[src/rtl/axi_lite_slice_if.sv]
// AXI-Lite channel bundle. Clock and reset travel with the bundle so that a block
// can take them from its upstream port.
interface axi_lite_channel #(
  parameter int ADDR_WIDTH = 32,
  parameter int DATA_WIDTH = 32
) (
  input logic clk,
  input logic rstn
);
  // Each channel transfers a beat on the clock edge where valid && ready are both
  // high; the sender holds valid and payload stable until then, and a receiver's
  // ready never depends on its own valid input.
  logic                    aw_valid;
  logic                    aw_ready;
  logic [ADDR_WIDTH-1:0]   aw_addr;
  logic [2:0]              aw_prot;

  logic                    w_valid;
  logic                    w_ready;
  logic [DATA_WIDTH-1:0]   w_data;
  logic [DATA_WIDTH/8-1:0] w_strb;

  logic                    b_valid;
  logic                    b_ready;
  logic [1:0]              b_resp;

  logic                    ar_valid;
  logic                    ar_ready;
  logic [ADDR_WIDTH-1:0]   ar_addr;
  logic [2:0]              ar_prot;

  logic                    r_valid;
  logic                    r_ready;
  logic [DATA_WIDTH-1:0]   r_data;
  logic [1:0]              r_resp;

  modport master (
    input  clk, rstn,
    output aw_valid, aw_addr, aw_prot, input aw_ready,
    output w_valid, w_data, w_strb, input w_ready,
    input  b_valid, b_resp, output b_ready,
    output ar_valid, ar_addr, ar_prot, input ar_ready,
    input  r_valid, r_data, r_resp, output r_ready
  );

  modport slave (
    input  clk, rstn,
    input  aw_valid, aw_addr, aw_prot, output aw_ready,
    input  w_valid, w_data, w_strb, output w_ready,
    output b_valid, b_resp, input b_ready,
    input  ar_valid, ar_addr, ar_prot, output ar_ready,
    output r_valid, r_data, r_resp, input r_ready
  );
endinterface

[src/rtl/axi_lite_slice.sv]
// AXI-Lite register slice: one independent in-order buffer per channel, plus
// outstanding-transaction counters that throttle AW/AR and flag unsolicited responses.
module axi_lite_slice_fifo #(
  parameter int DEPTH = 1,
  parameter int WIDTH = 8
) (
  input  logic             clk_i,
  input  logic             rst_ni,
  input  logic             in_valid_i,
  output logic             in_ready_o,
  input  logic [WIDTH-1:0] in_data_i,
  output logic             out_valid_o,
  input  logic             out_ready_i,
  output logic [WIDTH-1:0] out_data_o,
  output logic             empty_o
);
  if (DEPTH == 0) begin : g_pass
    assign out_valid_o = in_valid_i;
    assign in_ready_o  = out_ready_i;
    assign out_data_o  = in_data_i;
    assign empty_o     = 1'b1;
  end else begin : g_buf
    localparam int PW = (DEPTH > 1) ? $clog2(DEPTH) : 1;
    localparam int CW = $clog2(DEPTH + 1);
    localparam logic [PW-1:0] LAST_PTR = PW'(DEPTH - 1);
    localparam logic [CW-1:0] FULL_CNT = CW'(DEPTH);

    logic [WIDTH-1:0] mem_q [DEPTH];
    logic [PW-1:0]    wptr_q, wptr_d;
    logic [PW-1:0]    rptr_q, rptr_d;
    logic [CW-1:0]    count_q, count_d;
    logic             push;
    logic             pop;

    // Ready looks only at the registered count, so a full buffer refuses a beat
    // even when it is being drained in the same cycle.
    assign in_ready_o  = (count_q != FULL_CNT);
    assign out_valid_o = (count_q != '0);
    assign out_data_o  = mem_q[rptr_q];
    assign empty_o     = (count_q == '0);
    assign push        = in_valid_i && in_ready_o;
    assign pop         = out_valid_o && out_ready_i;

    always_comb begin
      wptr_d  = wptr_q;
      rptr_d  = rptr_q;
      count_d = count_q;
      if (push) begin
        wptr_d = (wptr_q == LAST_PTR) ? '0 : wptr_q + PW'(1);
      end
      if (pop) begin
        rptr_d = (rptr_q == LAST_PTR) ? '0 : rptr_q + PW'(1);
      end
      if (push && !pop) begin
        count_d = count_q + CW'(1);
      end else if (pop && !push) begin
        count_d = count_q - CW'(1);
      end
    end

    always_ff @(posedge clk_i or negedge rst_ni) begin
      if (!rst_ni) begin
        wptr_q  <= '0;
        rptr_q  <= '0;
        count_q <= '0;
      end else begin
        wptr_q  <= wptr_d;
        rptr_q  <= rptr_d;
        count_q <= count_d;
      end
    end

    // Storage needs no reset: an empty count hides whatever it holds.
    always_ff @(posedge clk_i) begin
      if (push) begin
        mem_q[wptr_q] <= in_data_i;
      end
    end
  end
endmodule

module axi_lite_slice #(
  parameter int AW_DEPTH = 1,
  parameter int W_DEPTH  = 1,
  parameter int B_DEPTH  = 1,
  parameter int AR_DEPTH = 1,
  parameter int R_DEPTH  = 1,
  parameter int MAX_WR   = 4,
  parameter int MAX_RD   = 4
) (
  axi_lite_channel.slave               master,
  axi_lite_channel.master              slave,
  output logic [$clog2(MAX_WR+1)-1:0]  wr_cnt,
  output logic [$clog2(MAX_RD+1)-1:0]  rd_cnt,
  output logic                         idle,
  output logic                         err
);
  localparam int AWD = $bits(master.aw_addr);
  localparam int DWD = $bits(master.w_data);
  localparam int SWD = $bits(master.w_strb);
  localparam int WCW = $clog2(MAX_WR + 1);
  localparam int RCW = $clog2(MAX_RD + 1);
  localparam logic [WCW-1:0] WR_LIMIT = WCW'(MAX_WR);
  localparam logic [RCW-1:0] RD_LIMIT = RCW'(MAX_RD);

  if ($bits(master.aw_addr) != $bits(slave.aw_addr) ||
      $bits(master.w_data) != $bits(slave.w_data)) begin : g_bad_width
    $fatal(1, "axi_lite_slice: master and slave ADDR_WIDTH/DATA_WIDTH differ");
  end
  if (MAX_WR < 1 || MAX_WR > 255) begin : g_bad_max_wr
    $fatal(1, "axi_lite_slice: MAX_WR must lie in 1..255");
  end
  if (MAX_RD < 1 || MAX_RD > 255) begin : g_bad_max_rd
    $fatal(1, "axi_lite_slice: MAX_RD must lie in 1..255");
  end

  logic clk;
  logic rst_n;
  assign clk   = master.clk;
  assign rst_n = master.rstn;

  logic [WCW-1:0] wr_cnt_q, wr_cnt_d;
  logic [RCW-1:0] rd_cnt_q, rd_cnt_d;
  logic           err_q, err_d;

  logic wr_block, rd_block;
  logic aw_in_ready, ar_in_ready;
  logic aw_empty, w_empty, b_empty, ar_empty, r_empty;
  logic aw_hs, b_hs, ar_hs, r_hs;

  logic [AWD+2:0]     aw_out;
  logic [DWD+SWD-1:0] w_out;
  logic [AWD+2:0]     ar_out;
  logic [DWD+1:0]     r_out;

  // At the limit the request is hidden from the buffer as well as refused
  // upstream, so both sides of the buffer agree on whether a beat moved.
  assign wr_block = (wr_cnt_q == WR_LIMIT);
  assign rd_block = (rd_cnt_q == RD_LIMIT);

  axi_lite_slice_fifo #(.DEPTH(AW_DEPTH), .WIDTH(AWD + 3)) u_aw (
    .clk_i       (clk),
    .rst_ni      (rst_n),
    .in_valid_i  (master.aw_valid && !wr_block),
    .in_ready_o  (aw_in_ready),
    .in_data_i   ({master.aw_addr, master.aw_prot}),
    .out_valid_o (slave.aw_valid),
    .out_ready_i (slave.aw_ready),
    .out_data_o  (aw_out),
    .empty_o     (aw_empty)
  );
  assign master.aw_ready = aw_in_ready && !wr_block;
  assign {slave.aw_addr, slave.aw_prot} = aw_out;

  axi_lite_slice_fifo #(.DEPTH(W_DEPTH), .WIDTH(DWD + SWD)) u_w (
    .clk_i       (clk),
    .rst_ni      (rst_n),
    .in_valid_i  (master.w_valid),
    .in_ready_o  (master.w_ready),
    .in_data_i   ({master.w_data, master.w_strb}),
    .out_valid_o (slave.w_valid),
    .out_ready_i (slave.w_ready),
    .out_data_o  (w_out),
    .empty_o     (w_empty)
  );
  assign {slave.w_data, slave.w_strb} = w_out;

  axi_lite_slice_fifo #(.DEPTH(B_DEPTH), .WIDTH(2)) u_b (
    .clk_i       (clk),
    .rst_ni      (rst_n),
    .in_valid_i  (slave.b_valid),
    .in_ready_o  (slave.b_ready),
    .in_data_i   (slave.b_resp),
    .out_valid_o (master.b_valid),
    .out_ready_i (master.b_ready),
    .out_data_o  (master.b_resp),
    .empty_o     (b_empty)
  );

  axi_lite_slice_fifo #(.DEPTH(AR_DEPTH), .WIDTH(AWD + 3)) u_ar (
    .clk_i       (clk),
    .rst_ni      (rst_n),
    .in_valid_i  (master.ar_valid && !rd_block),
    .in_ready_o  (ar_in_ready),
    .in_data_i   ({master.ar_addr, master.ar_prot}),
    .out_valid_o (slave.ar_valid),
    .out_ready_i (slave.ar_ready),
    .out_data_o  (ar_out),
    .empty_o     (ar_empty)
  );
  assign master.ar_ready = ar_in_ready && !rd_block;
  assign {slave.ar_addr, slave.ar_prot} = ar_out;

  axi_lite_slice_fifo #(.DEPTH(R_DEPTH), .WIDTH(DWD + 2)) u_r (
    .clk_i       (clk),
    .rst_ni      (rst_n),
    .in_valid_i  (slave.r_valid),
    .in_ready_o  (slave.r_ready),
    .in_data_i   ({slave.r_data, slave.r_resp}),
    .out_valid_o (master.r_valid),
    .out_ready_i (master.r_ready),
    .out_data_o  (r_out),
    .empty_o     (r_empty)
  );
  assign {master.r_data, master.r_resp} = r_out;

  assign aw_hs = master.aw_valid && master.aw_ready;
  assign b_hs  = master.b_valid  && master.b_ready;
  assign ar_hs = master.ar_valid && master.ar_ready;
  assign r_hs  = master.r_valid  && master.r_ready;

  // A response with nothing outstanding raises err and leaves the count at zero.
  always_comb begin
    wr_cnt_d = wr_cnt_q;
    rd_cnt_d = rd_cnt_q;
    err_d    = err_q;
    if (b_hs && (wr_cnt_q == '0)) begin
      err_d = 1'b1;
    end
    if (r_hs && (rd_cnt_q == '0)) begin
      err_d = 1'b1;
    end
    if (aw_hs && !b_hs) begin
      wr_cnt_d = wr_cnt_q + WCW'(1);
    end else if (b_hs && !aw_hs && (wr_cnt_q != '0)) begin
      wr_cnt_d = wr_cnt_q - WCW'(1);
    end
    if (ar_hs && !r_hs) begin
      rd_cnt_d = rd_cnt_q + RCW'(1);
    end else if (r_hs && !ar_hs && (rd_cnt_q != '0)) begin
      rd_cnt_d = rd_cnt_q - RCW'(1);
    end
  end

  always_ff @(posedge clk or negedge rst_n) begin
    if (!rst_n) begin
      wr_cnt_q <= '0;
      rd_cnt_q <= '0;
      err_q    <= 1'b0;
    end else begin
      wr_cnt_q <= wr_cnt_d;
      rd_cnt_q <= rd_cnt_d;
      err_q    <= err_d;
    end
  end

  assign wr_cnt = wr_cnt_q;
  assign rd_cnt = rd_cnt_q;
  assign err    = err_q;
  assign idle   = (wr_cnt_q == '0) && (rd_cnt_q == '0) &&
                  aw_empty && w_empty && b_empty && ar_empty && r_empty;
endmodule

[src/flat_wrapper.sv]
// flat-port wrapper written by rule: the top's interface ports become plain ports
module axi_lite_slice_flat 
#(
  parameter int AW_DEPTH = 1,
  parameter int W_DEPTH  = 1,
  parameter int B_DEPTH  = 1,
  parameter int AR_DEPTH = 1,
  parameter int R_DEPTH  = 1,
  parameter int MAX_WR   = 4,
  parameter int MAX_RD   = 4
)
  (wr_cnt, rd_cnt, idle, err, clk, rstn, master_aw_valid, master_aw_addr, master_aw_prot, master_aw_ready, master_w_valid, master_w_data, master_w_strb, master_w_ready, master_b_valid, master_b_resp, master_b_ready, master_ar_valid, master_ar_addr, master_ar_prot, master_ar_ready, master_r_valid, master_r_data, master_r_resp, master_r_ready, slave_aw_valid, slave_aw_addr, slave_aw_prot, slave_aw_ready, slave_w_valid, slave_w_data, slave_w_strb, slave_w_ready, slave_b_valid, slave_b_resp, slave_b_ready, slave_ar_valid, slave_ar_addr, slave_ar_prot, slave_ar_ready, slave_r_valid, slave_r_data, slave_r_resp, slave_r_ready);
  axi_lite_channel #(.ADDR_WIDTH(32), .DATA_WIDTH(32)) master_i (.clk(clk), .rstn(rstn));
  axi_lite_channel #(.ADDR_WIDTH(32), .DATA_WIDTH(32)) slave_i (.clk(clk), .rstn(rstn));
  output logic [$clog2(MAX_WR+1)-1:0] wr_cnt;
  output logic [$clog2(MAX_RD+1)-1:0] rd_cnt;
  output logic idle;
  output logic err;
  input wire logic clk;
  input wire logic rstn;
  input wire logic [$bits(master_i.aw_valid)-1:0] master_aw_valid;
  input wire logic [$bits(master_i.aw_addr)-1:0] master_aw_addr;
  input wire logic [$bits(master_i.aw_prot)-1:0] master_aw_prot;
  output wire logic [$bits(master_i.aw_ready)-1:0] master_aw_ready;
  input wire logic [$bits(master_i.w_valid)-1:0] master_w_valid;
  input wire logic [$bits(master_i.w_data)-1:0] master_w_data;
  input wire logic [$bits(master_i.w_strb)-1:0] master_w_strb;
  output wire logic [$bits(master_i.w_ready)-1:0] master_w_ready;
  output wire logic [$bits(master_i.b_valid)-1:0] master_b_valid;
  output wire logic [$bits(master_i.b_resp)-1:0] master_b_resp;
  input wire logic [$bits(master_i.b_ready)-1:0] master_b_ready;
  input wire logic [$bits(master_i.ar_valid)-1:0] master_ar_valid;
  input wire logic [$bits(master_i.ar_addr)-1:0] master_ar_addr;
  input wire logic [$bits(master_i.ar_prot)-1:0] master_ar_prot;
  output wire logic [$bits(master_i.ar_ready)-1:0] master_ar_ready;
  output wire logic [$bits(master_i.r_valid)-1:0] master_r_valid;
  output wire logic [$bits(master_i.r_data)-1:0] master_r_data;
  output wire logic [$bits(master_i.r_resp)-1:0] master_r_resp;
  input wire logic [$bits(master_i.r_ready)-1:0] master_r_ready;
  output wire logic [$bits(slave_i.aw_valid)-1:0] slave_aw_valid;
  output wire logic [$bits(slave_i.aw_addr)-1:0] slave_aw_addr;
  output wire logic [$bits(slave_i.aw_prot)-1:0] slave_aw_prot;
  input wire logic [$bits(slave_i.aw_ready)-1:0] slave_aw_ready;
  output wire logic [$bits(slave_i.w_valid)-1:0] slave_w_valid;
  output wire logic [$bits(slave_i.w_data)-1:0] slave_w_data;
  output wire logic [$bits(slave_i.w_strb)-1:0] slave_w_strb;
  input wire logic [$bits(slave_i.w_ready)-1:0] slave_w_ready;
  input wire logic [$bits(slave_i.b_valid)-1:0] slave_b_valid;
  input wire logic [$bits(slave_i.b_resp)-1:0] slave_b_resp;
  output wire logic [$bits(slave_i.b_ready)-1:0] slave_b_ready;
  output wire logic [$bits(slave_i.ar_valid)-1:0] slave_ar_valid;
  output wire logic [$bits(slave_i.ar_addr)-1:0] slave_ar_addr;
  output wire logic [$bits(slave_i.ar_prot)-1:0] slave_ar_prot;
  input wire logic [$bits(slave_i.ar_ready)-1:0] slave_ar_ready;
  input wire logic [$bits(slave_i.r_valid)-1:0] slave_r_valid;
  input wire logic [$bits(slave_i.r_data)-1:0] slave_r_data;
  input wire logic [$bits(slave_i.r_resp)-1:0] slave_r_resp;
  output wire logic [$bits(slave_i.r_ready)-1:0] slave_r_ready;
  assign master_i.aw_valid = master_aw_valid;
  assign master_i.aw_addr = master_aw_addr;
  assign master_i.aw_prot = master_aw_prot;
  assign master_aw_ready = master_i.aw_ready;
  assign master_i.w_valid = master_w_valid;
  assign master_i.w_data = master_w_data;
  assign master_i.w_strb = master_w_strb;
  assign master_w_ready = master_i.w_ready;
  assign master_b_valid = master_i.b_valid;
  assign master_b_resp = master_i.b_resp;
  assign master_i.b_ready = master_b_ready;
  assign master_i.ar_valid = master_ar_valid;
  assign master_i.ar_addr = master_ar_addr;
  assign master_i.ar_prot = master_ar_prot;
  assign master_ar_ready = master_i.ar_ready;
  assign master_r_valid = master_i.r_valid;
  assign master_r_data = master_i.r_data;
  assign master_r_resp = master_i.r_resp;
  assign master_i.r_ready = master_r_ready;
  assign slave_aw_valid = slave_i.aw_valid;
  assign slave_aw_addr = slave_i.aw_addr;
  assign slave_aw_prot = slave_i.aw_prot;
  assign slave_i.aw_ready = slave_aw_ready;
  assign slave_w_valid = slave_i.w_valid;
  assign slave_w_data = slave_i.w_data;
  assign slave_w_strb = slave_i.w_strb;
  assign slave_i.w_ready = slave_w_ready;
  assign slave_i.b_valid = slave_b_valid;
  assign slave_i.b_resp = slave_b_resp;
  assign slave_b_ready = slave_i.b_ready;
  assign slave_ar_valid = slave_i.ar_valid;
  assign slave_ar_addr = slave_i.ar_addr;
  assign slave_ar_prot = slave_i.ar_prot;
  assign slave_i.ar_ready = slave_ar_ready;
  assign slave_i.r_valid = slave_r_valid;
  assign slave_i.r_data = slave_r_data;
  assign slave_i.r_resp = slave_r_resp;
  assign slave_r_ready = slave_i.r_ready;
  axi_lite_slice #(.AW_DEPTH(AW_DEPTH), .W_DEPTH(W_DEPTH), .B_DEPTH(B_DEPTH), .AR_DEPTH(AR_DEPTH), .R_DEPTH(R_DEPTH), .MAX_WR(MAX_WR), .MAX_RD(MAX_RD)) u_core (.master(master_i), .slave(slave_i), .wr_cnt(wr_cnt), .rd_cnt(rd_cnt), .idle(idle), .err(err));
endmodule
[config.mk]
export PLATFORM = sky130hd
export DESIGN_NAME = axi_lite_slice_flat
export DESIGN_NICKNAME = d
export VERILOG_FILES = /design/src/rtl/axi_lite_slice_if.sv /design/src/rtl/axi_lite_slice.sv /design/src/flat_wrapper.sv
export SDC_FILE = /design/constraint.sdc
export NUM_CORES = 1
export LEC_CHECK = 0
export BUFFER_PORTS_ARGS = -buffer_cell sky130_fd_sc_hd__buf_4
export CORE_AREA = 2 2 122 124
export CTS_CLUSTER_SIZE = 8
export DETAILED_ROUTE_END_ITERATION = 10
export DIE_AREA = 0 0 124 126
export PLACE_DENSITY = 0.68
export SYNTH_ARGS = -nofsm -noshare
export SYNTH_HDL_FRONTEND = slang
export SYNTH_SLANG_ARGS = --single-unit
[constraint.sdc]
create_clock -name clk -period 10.5 [get_ports clk]
set_input_delay 1.05 -clock clk [delete_from_list [all_inputs] [get_ports clk]]
set_output_delay 1.05 -clock clk [all_outputs]
set_load 0.02 [all_outputs]
==> results of run 1 <==
-- per-layer routing --
layer / part of all wire / track usage / up-vias
met4: 0.027 / 0.0833 / 0
met1: 0.34 / 0.157 / 1587
met3: 0.11 / 0.0679 / 27
met5: 0 / 0 / -
met2: 0.53 / 0.277 / 186
li1: - / - / 1564
-- report_power, final --
part | internal [mW] | switching [mW] | leakage [nW]
registers | 0.793 | 0.0666 | 1.48
logic | 0.198 | 0.274 | 1.71
clock network | 0.395 | 0.227 | 0.296
total | 1.39 | 0.568 | 3.48
-- layout by cell type, fill, tap and decap left out, types with 2 or more instances in the layout --
| cell | synthesis | layout |
|---|---|---|
| o21bai_1 | 3 | 3 |
| inv_1 | 6 | 6 |
| o21ai_0 | 3 | 3 |
| nand4_1 | 2 | 2 |
| nand2_1 | 8 | 8 |
| buf_4 | 1 | 313 |
| nand3_1 | 4 | 4 |
| nor2b_4 | 1 | 3 |
| nor2_1 | 2 | 2 |
| a21oi_4 | 0 | 2 |
| fa_1 | 2 | 2 |
| xnor2_1 | 3 | 3 |
| inv_6 | 0 | 2 |
| o21ai_1 | 2 | 2 |
| nand2_2 | 2 | 2 |
| nor4_1 | 5 | 5 |
| o211ai_1 | 2 | 2 |
| nand2b_1 | 3 | 3 |
| edfxtp_1 | 142 | 142 |
| dfrtp_1 | 12 | 12 |
| bufinv_16 | 0 | 4 |
| clkbuf_1 | 1 | 2 |
| a21oi_1 | 6 | 4 |
| clkinv_1 | 0 | 2 |
| clkinv_2 | 0 | 4 |
| clkbuf_16 | 0 | 17 |
-- registers in the layout, summed over array words and instances (netlist names) --
signal and count:
u_core.u_w.g_buf.mem_q 36, u_core.u_ar.g_buf.mem_q 35, u_core.u_aw.g_buf.mem_q 35, u_core.u_r.g_buf.mem_q 34, u_core.rd_cnt 3, u_core.wr_cnt 3
u_core.u_b.g_buf.mem_q 2, u_core.err 1, u_core.u_ar.out_valid_o 1, u_core.u_aw.out_valid_o 1, u_core.u_b.out_valid_o 1, u_core.u_r.out_valid_o 1
u_core.u_w.out_valid_o 1
-- cells in the mapped netlist (2+ instances only) --
master	number
edfxtp_1	142
dfrtp_1	12
nand2_1	8
a21oi_1	6
inv_1	6
nor4_1	5
nand3_1	4
nand2b_1	3
nor2b_1	3
o21ai_0	3
o21bai_1	3
xnor2_1	3
buf_2	2
fa_1	2
nand2_2	2
nand4_1	2
nor2_1	2
o211ai_1	2
o21ai_1	2
-- worst max-delay path by stage --
stage	startpoint	cells past startpoint	slack [ps]	end
floorplan	master_aw_valid	8	6320	u_core.wr_cnt[2]$_DFFE_PN0P_
global placement	master_aw_valid	9	7230	u_core.wr_cnt[2]$_DFFE_PN0P_
detailed placement	master_aw_valid	9	7090	u_core.wr_cnt[2]$_DFFE_PN0P_
CTS	master_aw_valid	9	7520	u_core.wr_cnt[2]$_DFFE_PN0P_
global route	master_aw_valid	9	7360	u_core.wr_cnt[2]$_DFFE_PN0P_
finish	master_aw_valid	9	7520	u_core.wr_cnt[2]$_DFFE_PN0P_
-- layout make-up --
| class | instances | area, µm² |
|---|---|---|
| Clock buffer | 19 | 433 |
| Clock inverter | 13 | 173 |
| Sequential cell | 154 | 4560 |
| Inverter | 6 | 22.5 |
| Tap cell | 184 | 230 |
| Multi-Input combinational cell | 69 | 512 |
| Fill cell | 1157 | 6030 |
| Timing Repair Buffer | 313 | 2350 |
-- cells by family (layout without fill, tap and decap cells) --
logic type | count (synthesis) | after routing | synth area share
adders and majority gates | 2 | 2 | 0.00788
buffers and inverters | 10 | 351 | 0.00862
AOI/OAI and AO/OA | 23 | 23 | 0.0308
and+or+nand+nor | 40 | 40 | 0.0478
DFF | 154 | 154 | 0.898
xor gates and xnor gates | 4 | 4 | 0.00689
==> out/results.txt, run 1 <==
Cells after DPL -> 726
largest net degree at the start of global routing -> 38
Vias/cell -> 4.44
hpwl dp -> 9890 µm
slowest cell on the critical path -> a21oi_4
Worst Path Arrival -> 3280 ps
Fin Setup TNS -> 0 ps
Finish-stage setup viols -> 0
sequential fraction of the synthesis area -> 0.898
die area -> 0.0156 mm²
ANT nets after route -> 0
Synth Instances -> 233
P_leak -> 3.48 nW
FMAX -> 0.336 GHz
Via Count -> 3364
Setup WS post-layout -> 7520 ps
area added between synthesis and finish -> 63.0%
Worst slew margin -> 0.246
post-layout min period -> 2980 ps
initial antenna violation count -> 0
worst min path class -> in2async
VDD IR max -> 0.125 mV
crit-path cells -> buf_4, nand2b_1, a21oi_4, nand2_1, fa_1, inv_1, nand3_2, o311a_1, o21a_1
Core ar. -> 0.0143 mm²
share of cells above drive strength 1 -> 0.617
Post-Synthesis Cell Area -> 0.00508 mm²
syn nets -> 389
status -> finished, final reports clean
prevailing post-synth register cell -> edfxtp_1
number of remaining DRC errors -> 0
Final nets -> 717
I/O pin count -> 314
CP delay by family, top -> compound AO/OA/AOI/OAI gates
Port Buffers -> 313
unrepaired setup endpoints after global routing -> no
DR WL/cell -> 17.0 µm
Worst Setup End Kind -> register
vias in the first global route -> 3467
postcts setup bufs -> 0
Placed Area -> 0.00768 mm²
EDFF count, synth -> 142
Max stage delay on crit path -> 880 ps
Setup crit start kind -> input pin
die width -> 124 µm
reg2reg end -> u_core.wr_cnt[2]$_DFFE_PN0P_
post-route cell area -> 0.00828 mm²
H-tree depth -> 4
Seq cells post-synth -> 154
Max Cap Viol -> 0
clk sinks -> 154
fraction of registers with async set/reset -> 0.0779
Worst-Skew Late Latency -> 410 ps
reg2reg path depth -> 8
Root Buffer -> clkbuf_16
pre-CTS setup slack -> 7090 ps
worst-case hold slack -> 478 ps
Mean Syn Cell Area -> 21.8 µm²
Tot GR Track Use -> 0.158
first-pass GRT wire length -> 17800 µm
placer congestion estimate -> 0.767
violation count after the first detailed-route iteration -> 245
worst-path maximum fanout -> 37
global route overflow -> 0
CTS tree -> yes
critical path type -> in2reg
antenna cells -> 0
post-cts sizing count -> 0
Final period util -> 0.284
DR pass1 iterations -> 4
Synth warnings -> 0
Layout Cells excl Fill -> 758
reg2reg setup slack -> 7650 ps
area leader, netlist -> edfxtp_1
WP buf/inv -> 2
# rows -> 44
Power, Total -> 1.95 mW
synth unique cells -> 40
P per Cell Area -> 236 mW/mm²
Synth top area share -> 0.839
Num CTS Buffers -> 17
Final Hold Vio Count -> 0
Post-CTS Hold Fix Bufs -> 0
clk_skew -> 7.06 ps
Slew Viols, Final -> 0
DIE HEIGHT -> 126 µm
Critical Path RT -> 10800 ps
CTS max path bufs -> 2
main area contributors after synthesis -> edfxtp_1, dfrtp_1, fa_1
Total Routed Length -> 12900 µm
clock-pin transition on the worst setup and hold timing paths -> 60 ps
Finished Core Util -> 0.579
Initial Util -> 0.355
Slew @ Worst Pin -> 1130 ps
startpoint of the worst-slack reg-to-reg timing path -> u_core.u_aw.out_valid_o$_DFFE_PN0P_
(Power assumes the default switching activity.)
==> inputs of run 2 (changes only) <==
--- a/config.mk
+++ b/config.mk
@@ -6,11 +6,11 @@
 export NUM_CORES = 1
 export LEC_CHECK = 0
 export BUFFER_PORTS_ARGS = -buffer_cell sky130_fd_sc_hd__buf_4
-export CORE_AREA = 2 2 122 124
+export CORE_AREA = 2 2 120 122
 export CTS_CLUSTER_SIZE = 8
 export DETAILED_ROUTE_END_ITERATION = 10
-export DIE_AREA = 0 0 124 126
-export PLACE_DENSITY = 0.68
+export DIE_AREA = 0 0 122 124
+export PLACE_DENSITY = 0.7
 export SYNTH_ARGS = -nofsm -noshare
 export SYNTH_HDL_FRONTEND = slang
 export SYNTH_SLANG_ARGS = --single-unit
==> constraint.sdc (replaced) <==
create_clock -name clk -period 3 [get_ports clk]
set_input_delay 0.3 -clock clk [delete_from_list [all_inputs] [get_ports clk]]
set_output_delay 0.3 -clock clk [all_outputs]
set_load 0.02 [all_outputs]
==> out/results.txt, run 2 (synthesis gave the netlist of run 1 again) <==
hpwl dp -> 10200 µm
worst min path class -> in2reg
Final period util -> 0.696
reg2reg path depth -> 8
postcts setup bufs -> 0
Total Routed Length -> 13000 µm
worst-path maximum fanout -> 8
vias in the first global route -> 3374
P_leak -> 3.45 nW
first-pass GRT wire length -> 18100 µm
die area -> 0.0151 mm²
largest net degree at the start of global routing -> 38
biggest regs -> u_core.u_w.g_buf.mem_q (36), u_core.u_ar.g_buf.mem_q (35), u_core.u_aw.g_buf.mem_q (35)
CTS max path bufs -> 2
Fin Setup TNS -> 0 ps
FMAX -> 0.479 GHz
Worst-Skew Late Latency -> 420 ps
Tot GR Track Use -> 0.165
Biggest register -> u_core.u_w.g_buf.mem_q
Cells after DPL -> 724
clock-pin transition on the worst setup and hold timing paths -> 60 ps
Reg power frac -> 0.453
Switching Power -> 2.00 mW
Hold Startpoint -> slave_w_ready
cell-internal power -> 4.61 mW
number of remaining DRC errors -> 0
area added between synthesis and finish -> 62.0%
Max Cap Viol -> 0
clk sinks -> 154
Core ar. -> 0.0137 mm²
Critical Path RT -> 2700 ps
unrepaired setup endpoints after global routing -> no
DR WL/cell -> 17.2 µm
I/O pin count -> 314
Clock Power Share -> 0.291
DR pass1 iterations -> 4
Vias/cell -> 4.47
most common library cell in the layout ignoring fill and taps -> buf_4
antenna cells -> 0
Slew @ Worst Pin -> 1020 ps
fillers -> 1081
combinational power share -> 0.256
Final Hold Vio Count -> 0
Final nets -> 720
most frequent cells in the layout -> buf_4, edfxtp_1, clkbuf_16, dfrtp_1, nand2_1
# rows -> 43
Setup crit start kind -> register
clk_skew -> 5.51 ps
initial antenna violation count -> 0
reg2reg setup slack -> 980 ps
DIE HEIGHT -> 124 µm
Slew Viols, Final -> 0
Worst Setup End Kind -> output pin
share of cells above drive strength 1 -> 0.617
crit path capture -> idle
critical path type -> reg2out
global route overflow -> 0
Switching Share -> 0.302
Num CTS Buffers -> 17
violation count after the first detailed-route iteration -> 199
Multi-input gate area -> 512 µm²
die width -> 122 µm
Port Buffers -> 313
VDD IR max -> 0.422 mV
CTS tree -> yes
startpoint of the worst-slack reg-to-reg timing path -> u_core.u_aw.out_valid_o$_DFFE_PN0P_
Initial Util -> 0.370
Worst slew margin -> 0.320
post-layout min period -> 2090 ps
reg2reg end -> u_core.wr_cnt[2]$_DFFE_PN0P_
sequential cell area -> 0.00456 mm²
worst-case hold slack -> 51.1 ps
Layout Cells excl Fill -> 757
placer congestion estimate -> 0.786
H-tree depth -> 4
Finish-stage setup viols -> 0
Worst Path Arrival -> 1790 ps
P per Cell Area -> 802 mW/mm²
CP Launch Point -> u_core.wr_cnt[0]$_DFFE_PN0P_
status -> finished, final reports clean
max reg flops -> 36
ANT nets after route -> 0
Root Buffer -> clkbuf_16
Via Count -> 3386
==> run 2: critical path, cell delays in order, from the launching register on <==
cell     delay [ps]
dfrtp_1         470
nor2_1          400
and4b_1         340
buf_4           170
==> run 2: worst min path at each step <==
stage | endpoint | slack (ps) | depth (start not counted)
finish | u_core.u_w.out_valid_o$_DFFE_PN0P_ | 50 | 2
floorplan | u_core.err$_DFFE_PN0P_ | 4 | 0
detailed placement | u_core.err$_DFFE_PN0P_ | 160 | 1
global route | u_core.u_w.out_valid_o$_DFFE_PN0P_ | 30 | 2
global placement | u_core.rd_cnt[2]$_DFFE_PN0P_ | 160 | 1
CTS | u_core.u_w.out_valid_o$_DFFE_PN0P_ | 30 | 2
==> run 2: repair_timing <==
item	in CTS	in global routing
endpoints found under the hold margin	12	0
hold buffers	1	0
gates resized for setup	0	0
setup endpoints to repair	0	0
==> run 2: stage by stage <==
stage / setup WS [ps] / power [mW] / util / area [µm²]
3_3_place_gp: 1110 / 4.69 / 0.560 / 7690
2_1_floorplan: 54.0 / 3.88 / - / 5090
5_1_grt: 798 / 6.91 / 0.600 / 8240
6_report: 911 / 6.61 / 0.600 / 8240
3_5_place_dp: 1010 / 4.74 / 0.560 / 7690
4_1_cts: 904 / 6.69 / 0.600 / 8240
==> run 2: cell type report <==
class | count | area share
Clock buffer | 19 | 0.0526
Clock inverter | 13 | 0.0126
Inverter | 6 | 0.00273
Multi-Input combinational cell | 69 | 0.0621
Sequential cell | 154 | 0.554
Tap cell | 180 | 0.0273
Timing Repair Buffer | 316 | 0.288
==> run 2: per-layer routing <==
| layer | up-vias | track usage | part of all wire |
|---|---|---|---|
| li1 | 1571 | - | - |
| met1 | 1608 | 0.167 | 0.33 |
| met2 | 188 | 0.288 | 0.54 |
| met3 | 19 | 0.0806 | 0.12 |
| met4 | 0 | 0.0704 | 0.017 |
| met5 | - | 0 | 0 |
==> run 2: power by group through the flow <==
stage	combinational, mW	sequential (mW)	clock [mW]
detailed placement	1.70	3.04	0
global placement	1.68	3.01	0
CTS	1.71	3.00	1.98
global route	1.81	3.03	2.07
floorplan	0.493	3.38	0
finish	1.69	2.99	1.92
